$ cat src/rtl/alu_rr_arbiter.sv
// Two-client round-robin front end for one shared simple_alu.
// One operation in flight; the result is held until its owner takes it.

module simple_alu (
    input  logic [7:0] a,
    input  logic [7:0] b,
    input  logic [2:0] op,
    output logic [7:0] y
);
    always_comb begin
        y = 8'h00;
        case (op)
            3'b000: y = a + b;
            3'b001: y = a - b;
            3'b010: y = a << b[2:0];
            3'b011: y = a >> b[2:0];
            3'b100: y = a & b;
            3'b101: y = a | b;
            3'b110: y = a ^ b;
            3'b111: y = {7'd0, a == b};
            default: y = 8'h00;
        endcase
    end
endmodule

module alu_rr_arbiter (
    input  logic       clk,
    input  logic       reset,
    input  logic       req0_valid_i,
    input  logic [7:0] req0_a_i,
    input  logic [7:0] req0_b_i,
    input  logic [2:0] req0_op_i,
    output logic       req0_ready_o,
    output logic       rsp0_valid_o,
    output logic [7:0] rsp0_data_o,
    input  logic       rsp0_ready_i,
    input  logic       req1_valid_i,
    input  logic [7:0] req1_a_i,
    input  logic [7:0] req1_b_i,
    input  logic [2:0] req1_op_i,
    output logic       req1_ready_o,
    output logic       rsp1_valid_o,
    output logic [7:0] rsp1_data_o,
    input  logic       rsp1_ready_i,
    output logic       busy_o
);
    typedef enum logic [1:0] {
        IDLE,
        EXEC,
        RESP
    } state_t;

    state_t     state_q, state_d;
    logic       prio_q;
    logic       gnt_q;
    logic [7:0] a_q, b_q;
    logic [2:0] op_q;
    logic [7:0] result_q;
    logic [7:0] alu_y;

    logic       pick0, pick1;
    logic       accept, sel, rsp_fire;

    simple_alu u_alu (
        .a  (a_q),
        .b  (b_q),
        .op (op_q),
        .y  (alu_y)
    );

    // prio_q only matters when both clients are valid
    assign pick0 = req0_valid_i & (~req1_valid_i | ~prio_q);
    assign pick1 = req1_valid_i & (~req0_valid_i | prio_q);

    always_comb begin
        state_d      = state_q;
        accept       = 1'b0;
        sel          = 1'b0;
        rsp_fire     = 1'b0;
        req0_ready_o = 1'b0;
        req1_ready_o = 1'b0;
        case (state_q)
            IDLE: begin
                if (!reset && (pick0 || pick1)) begin
                    accept       = 1'b1;
                    sel          = pick1;
                    req0_ready_o = pick0;
                    req1_ready_o = pick1;
                    state_d      = EXEC;
                end
            end
            EXEC: state_d = RESP;
            RESP: begin
                rsp_fire = gnt_q ? rsp1_ready_i : rsp0_ready_i;
                if (rsp_fire) begin
                    state_d = IDLE;
                end
            end
            default: state_d = IDLE;
        endcase
    end

    always_ff @(posedge clk) begin
        if (reset) begin
            state_q  <= IDLE;
            prio_q   <= 1'b0;
            gnt_q    <= 1'b0;
            a_q      <= 8'h00;
            b_q      <= 8'h00;
            op_q     <= 3'b000;
            result_q <= 8'h00;
        end else begin
            state_q <= state_d;
            if (accept) begin
                gnt_q <= sel;
                a_q   <= sel ? req1_a_i : req0_a_i;
                b_q   <= sel ? req1_b_i : req0_b_i;
                op_q  <= sel ? req1_op_i : req0_op_i;
            end
            if (state_q == EXEC) begin
                result_q <= alu_y;
            end
            if (rsp_fire) begin
                prio_q <= ~gnt_q;
            end
        end
    end

    assign rsp0_valid_o = (state_q == RESP) & ~gnt_q;
    assign rsp1_valid_o = (state_q == RESP) & gnt_q;
    assign rsp0_data_o  = result_q;
    assign rsp1_data_o  = result_q;
    assign busy_o       = (state_q != IDLE);

endmodule
$ cat config.mk
export PLATFORM = sky130hd
export DESIGN_NAME = alu_rr_arbiter
export DESIGN_NICKNAME = d
export VERILOG_FILES = /design/src/rtl/alu_rr_arbiter.sv
export SDC_FILE = /design/constraint.sdc
export NUM_CORES = 1
export LEC_CHECK = 0
export BUFFER_PORTS_ARGS = -buffer_cell sky130_fd_sc_hd__buf_4
export CAP_MARGIN = 20
export CORE_UTILIZATION = 60
export DETAILED_ROUTE_END_ITERATION = 16
export HOLD_SLACK_MARGIN = 0.05
export PLACE_DENSITY = 0.92
export SETUP_SLACK_MARGIN = 0.02
export SLEW_MARGIN = 20
export SYNTH_ARGS = -nofsm -noshare
export SYNTH_HDL_FRONTEND = slang
export SYNTH_SLANG_ARGS = --single-unit
$ cat constraint.sdc
create_clock -name clk -period 4 [get_ports clk]
set_input_delay 0.8 -clock clk [delete_from_list [all_inputs] [get_ports clk]]
set_output_delay 0.8 -clock clk [all_outputs]
set_load 0.005 [all_outputs]
== Word-level counts from Yosys, hierarchy flattened ==
Cells that the tools add are included.

* Register bits after elaboration: 31
* Input port bits: 44
* Output and inout bits: 21

* Add/subtract/negate cells: 2
* Equal/unequal tests: 12
* Shifts and indexed selects: 2
* Muxes and demuxes: 15
* Bitwise logic cells: 13
* Reduce and logical (&&, ||, !) cells: 7

{| class="wikitable"
|+ Operators by type and width
! kind !! count
|-
| $pmux 8 s8 || 1
|-
| $mux 8 || 2
|-
| $eq 3x3->1 const B || 4
|-
| $add 8x8->8 || 1
|-
| $and 8x8->8 || 1
|-
| $eq 8x8->1 || 1
|-
| $mux 1 || 8
|-
| $or 8x8->8 || 1
|-
| $shl 8x3->8 || 1
|-
| $shr 8x3->8 || 1
|-
| $sub 8x8->8 || 1
|-
| $xor 8x8->8 || 1
|-
| $eq 3x2->1 const B || 2
|-
| $pmux 2 s3 || 1
|-
| $and 1x1->1 || 4
|-
| $mux 2 || 2
|-
| $ne 2x2->1 const B || 2
|-
| $not 1->1 || 4
|-
| $eq 3x1->1 const B || 1
|-
| $logic_not 3->1 || 1
|-
| $mux 3 || 1
|-
| $eq 2x1->1 const B || 1
|-
| $eq 2x2->1 const B || 1
|-
| $logic_not 2->1 || 1
|-
| 6 further kinds || 7
|}

== Logic depth before layout (Yosys ltp) ==
Gate-level depths: netlist (run 1).

* Depth in word-level cells: 8
* Gate-level depth with buffers: 10
* Gate-level depth less buffers: 10

== Hierarchy ==
From an unflattened synthesis (run 1), not the netlist that was laid out.

* Cell total of the unflattened synthesis: 383
* Area total of the unflattened synthesis: 3037.9 um^2

{| class="wikitable"
|+ Modules (own cells, without submodules)
! module !! instances !! cells each !! area each (um^2) !! sequential area each (um^2)
|-
| simple_alu || 1 || 228 || 1629.1 || 0.0
|-
| alu_rr_arbiter || 1 || 155 || 1408.9 || 620.6
|}

== Worst setup path before layout (run 1) ==
OpenSTA, ideal clock, no wires.

* Path kind: flip-flop to flip-flop
* From: register b_q[1]
* To: register result_q[7] (netlist: rsp0_data_o[7])
* Library setup time: 0.116 ns
* Arrival: 2.432 ns
* Data required time: 3.884 ns
* Setup slack: 1.452 ns
* Cell stages (with the launch flop): 11
* Buffers on the path: 2
* Clock period less this slack: 2.548 ns
* Cells stage by stage: dfxtp_1 buf_2 buf_4 inv_1 ha_1 a21o_1 a211o_1 a2111oi_2 nor3_1 mux2i_1 a41o_1

* Cells in the longest elaborated chain, start to end: 2

{| class="wikitable"
|+ Ends and longest elaborated chain
! item !! line !! text
|-
| start: declaration || 56 || <nowiki>logic [7:0] a_q, b_q;</nowiki>
|-
| start signal: assignment || 117 || <nowiki>b_q <= sel ? req1_b_i : req0_b_i;</nowiki>
|-
| $sub 8x8->8 (tied with other cells) || 14 || <nowiki>3'b001: y = a - b;</nowiki>
|-
| $pmux 8 s8 * || 12 || <nowiki>case (op)</nowiki>
|-
| end signal: assignment || 121 || <nowiki>result_q <= alu_y;</nowiki>
|-
| end: declaration || 58 || <nowiki>logic [7:0] result_q;</nowiki>
|}

Mark *: on every way between the ends. The rest lies on a longest branch, timed or not.
A chain may end at the register's enable or synchronous reset.

== Final worst setup path (run 1) ==
* From: input port reset
* To: output port req1_ready_o

* Cells in the longest elaborated chain, start to end: 4

{| class="wikitable"
|+ Ends and longest elaborated chain
! item !! line !! text
|-
| start: declaration || 28 || <nowiki>input logic reset,</nowiki>
|-
| $logic_not 1->1 || 84 || <nowiki>if (!reset && (pick0 || pick1)) begin</nowiki>
|-
| $logic_and 1x1->1 || 84 ||
|-
| $mux 1 || 84 ||
|-
| $mux 1 || 82 || <nowiki>case (state_q)</nowiki>
|-
| end: declaration || 41 || <nowiki>output logic req1_ready_o,</nowiki>
|}

Every way passes these cells.

==> flow_summary.ini, run 1 <==
[cts]
numCtsBuffers = 5
postCtsResizedCells = 0
path_clk_slew_ns = 0.07
clkSinkCount = 31
root_buffer = clkbuf_8
cts.path.max_buffers = 2
clock_latency_ns = 0.29
ctsHoldBuffers = 0
cts_setup_buffers = 0
htree_num_levels = 2
cts_tree = yes

[placement]
hpwl_um = 6110
gp_congestion = 0.972
portBuffers = 64

[synth]
yosysWarningCount = 0
synthCells = 375
syn-num-nets = 445
ys.flop_type = dfxtp_1
netlist_area_sq_um = 2910
synthArstFlopShare_pct = 0
synth_edf_count = 0
avgSynthCellArea_sq_um = 7.77
yosys.cell_types.count = 49
ys_seq_area_share_pct = 21.3
synth-seq-cells = 31

[floorplanning]
die_h_um = 71.7
rows = 24
coreArea_sq_um = 4500
initial_core_util_pct = 64.7
die-area_sq_um = 5140
die_w_um = 71.7
boundaryPins = 65

[route]
drcViolationCount = 0
vias_per_cell = 6.50
dr.pass1.iters = 7
wl_um = 8130
ant_nets = 0
drt_iter0_markers = 396
vias = 3034
wl_per_cell_um = 17.4

[timing]
max-slew-margin-rel_pct = 43.3
hold_viol_final = 0
rsz0062_at_grt = false
timing.final.crit_share_pct = 68.3
tns_ns = 0
skew_ns = 0.0100
setup_violations = 0
max_freq_ghz = 0.366
worst_pin_slew_ns = 0.850
period_minus_slack_ns = 2.73
slew_viol_final = 0
finalHoldWorstSlack_ns = 0.481

[power]
p_total_w = 0.00119
static-leakage-power_nw = 1.49
power_density_nw_per_um2 = 350
peakVddDrop_v = 0.000333

[final_layout]
n_antenna_cell = 0
syn_to_final_growth_pct = 17.3
nFillCells = 349
layout_common_cells = buf_4, nand2_1, nor2_1, dfxtp_1
final_util_pct = 75.8
drive_above_1_share_pct = 21.0
layout_commonest_cell = buf_4
nets = 484

[grt]
gr-total-overflow = 0
grt_max_degree = 41
antenna_found_initial = 0
grt_pass1_wl_um = 13600
grt_usage_pct = 33.9
grt_pass1_vias = 2739

[outcome]
outcome = finished, final reports clean

[worst_hold_path]
hold_class = reg2reg

[worst_setup_path]
crit_arrival_ns = 1.93
setup.worst_path.start_class = input pin
crit_type = in2out
crit_required_ns = 3.20
critical_path.max_fanout = 29
end_kind = primary output

[job]
cap_violations = 0
critical path, stage by stage:
cell	delay, ns
buf_4	0.21
nor2_1	0.20
nand3_1	0.10
buf_4	0.21
inv_2	0.24
buf_4	0.17
final timing paths:
check | startpoint | cells after the start | slack, ns | end
worst max-delay path | reset | 6 | 1.27 | req1_ready_o
worst min register to register | rsp0_data_o[1] | 2 | 0.48 | rsp0_data_o[1]
worst max register to register | b_q[0] | 9 | 1.36 | rsp0_data_o[2]
worst min-delay path | rsp0_data_o[1] | 2 | 0.48 | rsp0_data_o[1]
routing by layer:
layer / share of wire (%) / global-route usage (%) / vias up
met1: 40 / 45.8 / 1366
met4: 4.5 / 16.6 / 0
met2: 45 / 50.8 / 209
met3: 10 / 8.02 / 44
li1: - / - / 1415
met5: 0 / 0 / -
flip-flops by register name (all words and copies together) (netlist names):
| signal | count |
|---|---|
| rsp0_data_o | 8 |
| prio_q | 1 |
| a_q | 8 |
| state_q | 2 |
| b_q | 8 |
| gnt_q | 1 |
| op_q | 3 |
power by group:
group | leakage, nW | internal [W] | switching [W]
Sequential | 0.255 | 0.000342 | 0.0000690
Clock | 0.0612 | 0.000201 | 0.000121
Combinational | 1.17 | 0.000217 | 0.000244
cell type report:
cell class	instances	area [sq um]	share of cell area, %
flip-flops and latches	31	621	18.2
well taps	52	65.1	1.90
multi-input cells	283	2010	58.8
clock buffers	6	82.6	2.42
clock inverters	2	35.0	1.03
repair buffers	68	510	14.9
inverters	25	93.8	2.75
cells by family (layout without fill, tap and decap cells):
family,Yosys count,count (layout),share of synthesized area [%]
adder cells (fa/ha/maj),26,26,11.7
multiplexers,22,22,11.0
AND/OR/NAND/NOR,137,137,21.5
buffers and inverters,61,101,9.75
flip-flops,31,31,21.3
XOR/XNOR,6,6,1.80
AO/OA/AOI/OAI,92,92,23.0
synth_stat cells, drive strengths merged (2+ instances only):
| cell type | count | area [sq um] |
|---|---|---|
| nor3 | 9 | 50.1 |
| nor4 | 3 | 18.8 |
| o211ai | 2 | 15.0 |
| buf | 22 | 138 |
| a222oi | 2 | 20.0 |
| or3 | 3 | 18.8 |
| xor2 | 3 | 26.3 |
| mux4 | 8 | 180 |
| and2 | 2 | 12.5 |
| o22ai | 6 | 37.5 |
| mux2i | 14 | 140 |
| nand3 | 4 | 20.0 |
| a21boi | 2 | 15.0 |
| a311oi | 20 | 175 |
| a21o | 2 | 15.0 |
| a31oi | 3 | 18.8 |
| o21a | 2 | 15.0 |
| and3 | 5 | 31.3 |
| a21oi | 15 | 75.1 |
| nand2b | 9 | 56.3 |
| inv | 25 | 93.8 |
| ha | 24 | 300 |
| a211oi | 3 | 22.5 |
| fa | 2 | 40.0 |
| clkbuf | 14 | 52.6 |
| o2bb2ai | 2 | 17.5 |
| and3b | 2 | 17.5 |
| dfxtp | 31 | 621 |
| nand2 | 55 | 206 |
| o21ai | 12 | 60.1 |
| nor2 | 36 | 135 |
| xnor2 | 3 | 26.3 |
| nor2b | 7 | 43.8 |
| a22oi | 7 | 52.6 |
| a221oi | 6 | 52.6 |
stage by stage:
stage	std cells	worst slack, ns	instance area (sq um)
finish	467	1.27	3420
detailed placement	459	1.27	3300
global placement	459	1.33	3300
CTS	467	1.27	3420
floorplan	375	1.45	2910
global route	467	1.07	3420
No activity file was read; power rests on OpenSTA's default activity.
==> run 2, diff against run 1 <==
- CORE_UTILIZATION: 60 -> 50
- PLACE_DENSITY: 0.92 -> 0.82
- clock period: 4 -> 2.3 ns (I/O delays scaled with it)
==> run 2 against run 1 <==
Net effect:
- worst setup slack got worse by 1.1 ns
- cell count rose by 9.0%
- sequential power rose by 59%
- hold slack got worse by 0.037 ns
- combinational power rose by 100%
- first-iteration DRC count fell by 30%
- clock-buffer cell count rose by 1
- global-route usage fell by 5.5 points
- die area rose by 19%
- largest power group unchanged
==> flow_summary.ini, run 2 (synthesis results as in run 1) <==
[floorplanning]
coreArea_sq_um = 5570
die_h_um = 78.3
initial_core_util_pct = 52.3
boundaryPins = 65
die_w_um = 78.3
die-area_sq_um = 6130
rows = 27

[final_layout]
layout_commonest_cell = buf_4
nets = 506
drive_above_1_share_pct = 25.6
n_antenna_cell = 0
layout_common_cells = buf_4, nand2_1, nor2_1, dfxtp_1, inv_1
final_cell_area_sq_um = 3630
syn_to_final_growth_pct = 24.7

[worst_setup_path]
crit_arrival_ns = 2.34
critical_path.max_fanout = 10
cp-startpoint = b_q[2]
reg2reg_from = b_q[2]
setup.worst_path.start_class = register
end_kind = register
crit_required_ns = 2.54
crit_type = reg2reg

[timing]
max-slew-margin-rel_pct = 62.7
timing.final.crit_share_pct = 91.7
period_minus_slack_ns = 2.11
setup_violations = 0
max_freq_ghz = 0.474
hold_viol_final = 0
slew_viol_final = 0
skew_ns = 0.00730
tns_ns = 0
worst_pin_slew_ns = 0.556
rsz0062_at_grt = false

[grt]
grt_max_degree = 41
gr-total-overflow = 0
antenna_found_initial = 0
grt_pass1_wl_um = 13500
grt_pass1_vias = 2742
grt_usage_pct = 28.3

[placement]
post_dp_cell_area_sq_um = 3520
gp_congestion = 1.02
portBuffers = 64
hpwl_um = 6370

[route]
drcViolationCount = 0
dr.pass1.iters = 5
wl_um = 8360
ant_nets = 0
vias = 3066
drt_iter0_markers = 278
vias_per_cell = 6.02
wl_per_cell_um = 16.4

[cts]
cts_tree = yes
cts.path.max_buffers = 2
ctsHoldBuffers = 0
numCtsBuffers = 5
postCtsResizedCells = 0
cts_setup_buffers = 0
clkSinkCount = 31
htree_num_levels = 2
clock_latency_ns = 0.29
root_buffer = clkbuf_8
path_clk_slew_ns = 0.07

[job]
cap_violations = 0

[power]
static-leakage-power_nw = 1.60
power_switching_share_pct = 36.4
clkPwrFrac_pct = 24.6
switching_power_w = 0.000766
power_density_nw_per_um2 = 580
comb_power_share_pct = 44.5
seqPwrFrac_pct = 30.9
power.internal_w = 0.00134
peakVddDrop_v = 0.000324

[outcome]
outcome = finished, final reports clean

[worst_hold_path]
min-delay-start = req1_b_i[6]
hold_class = in2reg
run 2: metal layers:
metal | GRT usage (%) | wire length [um]
met1 | 38.3 | 3550
met3 | 4.19 | 728
met4 | 12.0 | 368
met2 | 44.7 | 3710
met5 | 0 | 0
run 2: stage by stage:
| stage | total power (W) | setup slack (ns) | utilization, % | instances | hold slack (ns) |
|---|---|---|---|---|---|
| final | 0.00211 | 0.191 | 65.2 | 509 | 0.444 |
| after global routing | 0.00222 | 0.0420 | 65.2 | 509 | 0.450 |
| after CTS | 0.00209 | 0.177 | 65.1 | 509 | 0.444 |
| after detailed placement | 0.00157 | 0.187 | 63.1 | 501 | 0.471 |
| after global placement | 0.00155 | 0.236 | 63.1 | 501 | 0.458 |
| after floorplan | 0.00126 | 0.0435 | - | 375 | 0.461 |
run 2: area by class of cell:
class | count | area, sq um
Inverter | 25 | 93.8
Multi-Input combinational cell | 283 | 2020
Fill cell | 466 | 1940
Timing Repair Buffer | 90 | 688
Clock buffer | 7 | 108
Sequential cell | 31 | 624
Clock inverter | 1 | 5.00
Tap cell | 72 | 90.1
run 2: power by group through the flow:
stage                     logic (W)  registers [W]  clock network (W)
after global routing        0.00102       0.000658           0.000541
after CTS                  0.000919       0.000649           0.000519
after global placement     0.000892       0.000659                  0
after floorplan            0.000600       0.000661                  0
after detailed placement   0.000908       0.000661                  0
final                      0.000938       0.000651           0.000517
run 2: worst max-delay path: stages (launching register included):
cell	delay (ns)
dfxtp_1	0.31
inv_1	0.12
ha_2	0.35
or3_1	0.42
nand3_1	0.12
a211oi_1	0.09
xnor2_1	0.16
o311ai_1	0.29
a41o_1	0.21
run 2: path summary, 6_finish.rpt:
check | depth (start not counted) | endpoint | slack (ns)
worst max-delay path | 8 | rsp0_data_o[7] | 0.19
worst min-delay path | 3 | b_q[6] | 0.44
worst max register to register | 8 | rsp0_data_o[7] | 0.19
worst min register to register | 2 | rsp0_data_o[4] | 0.49
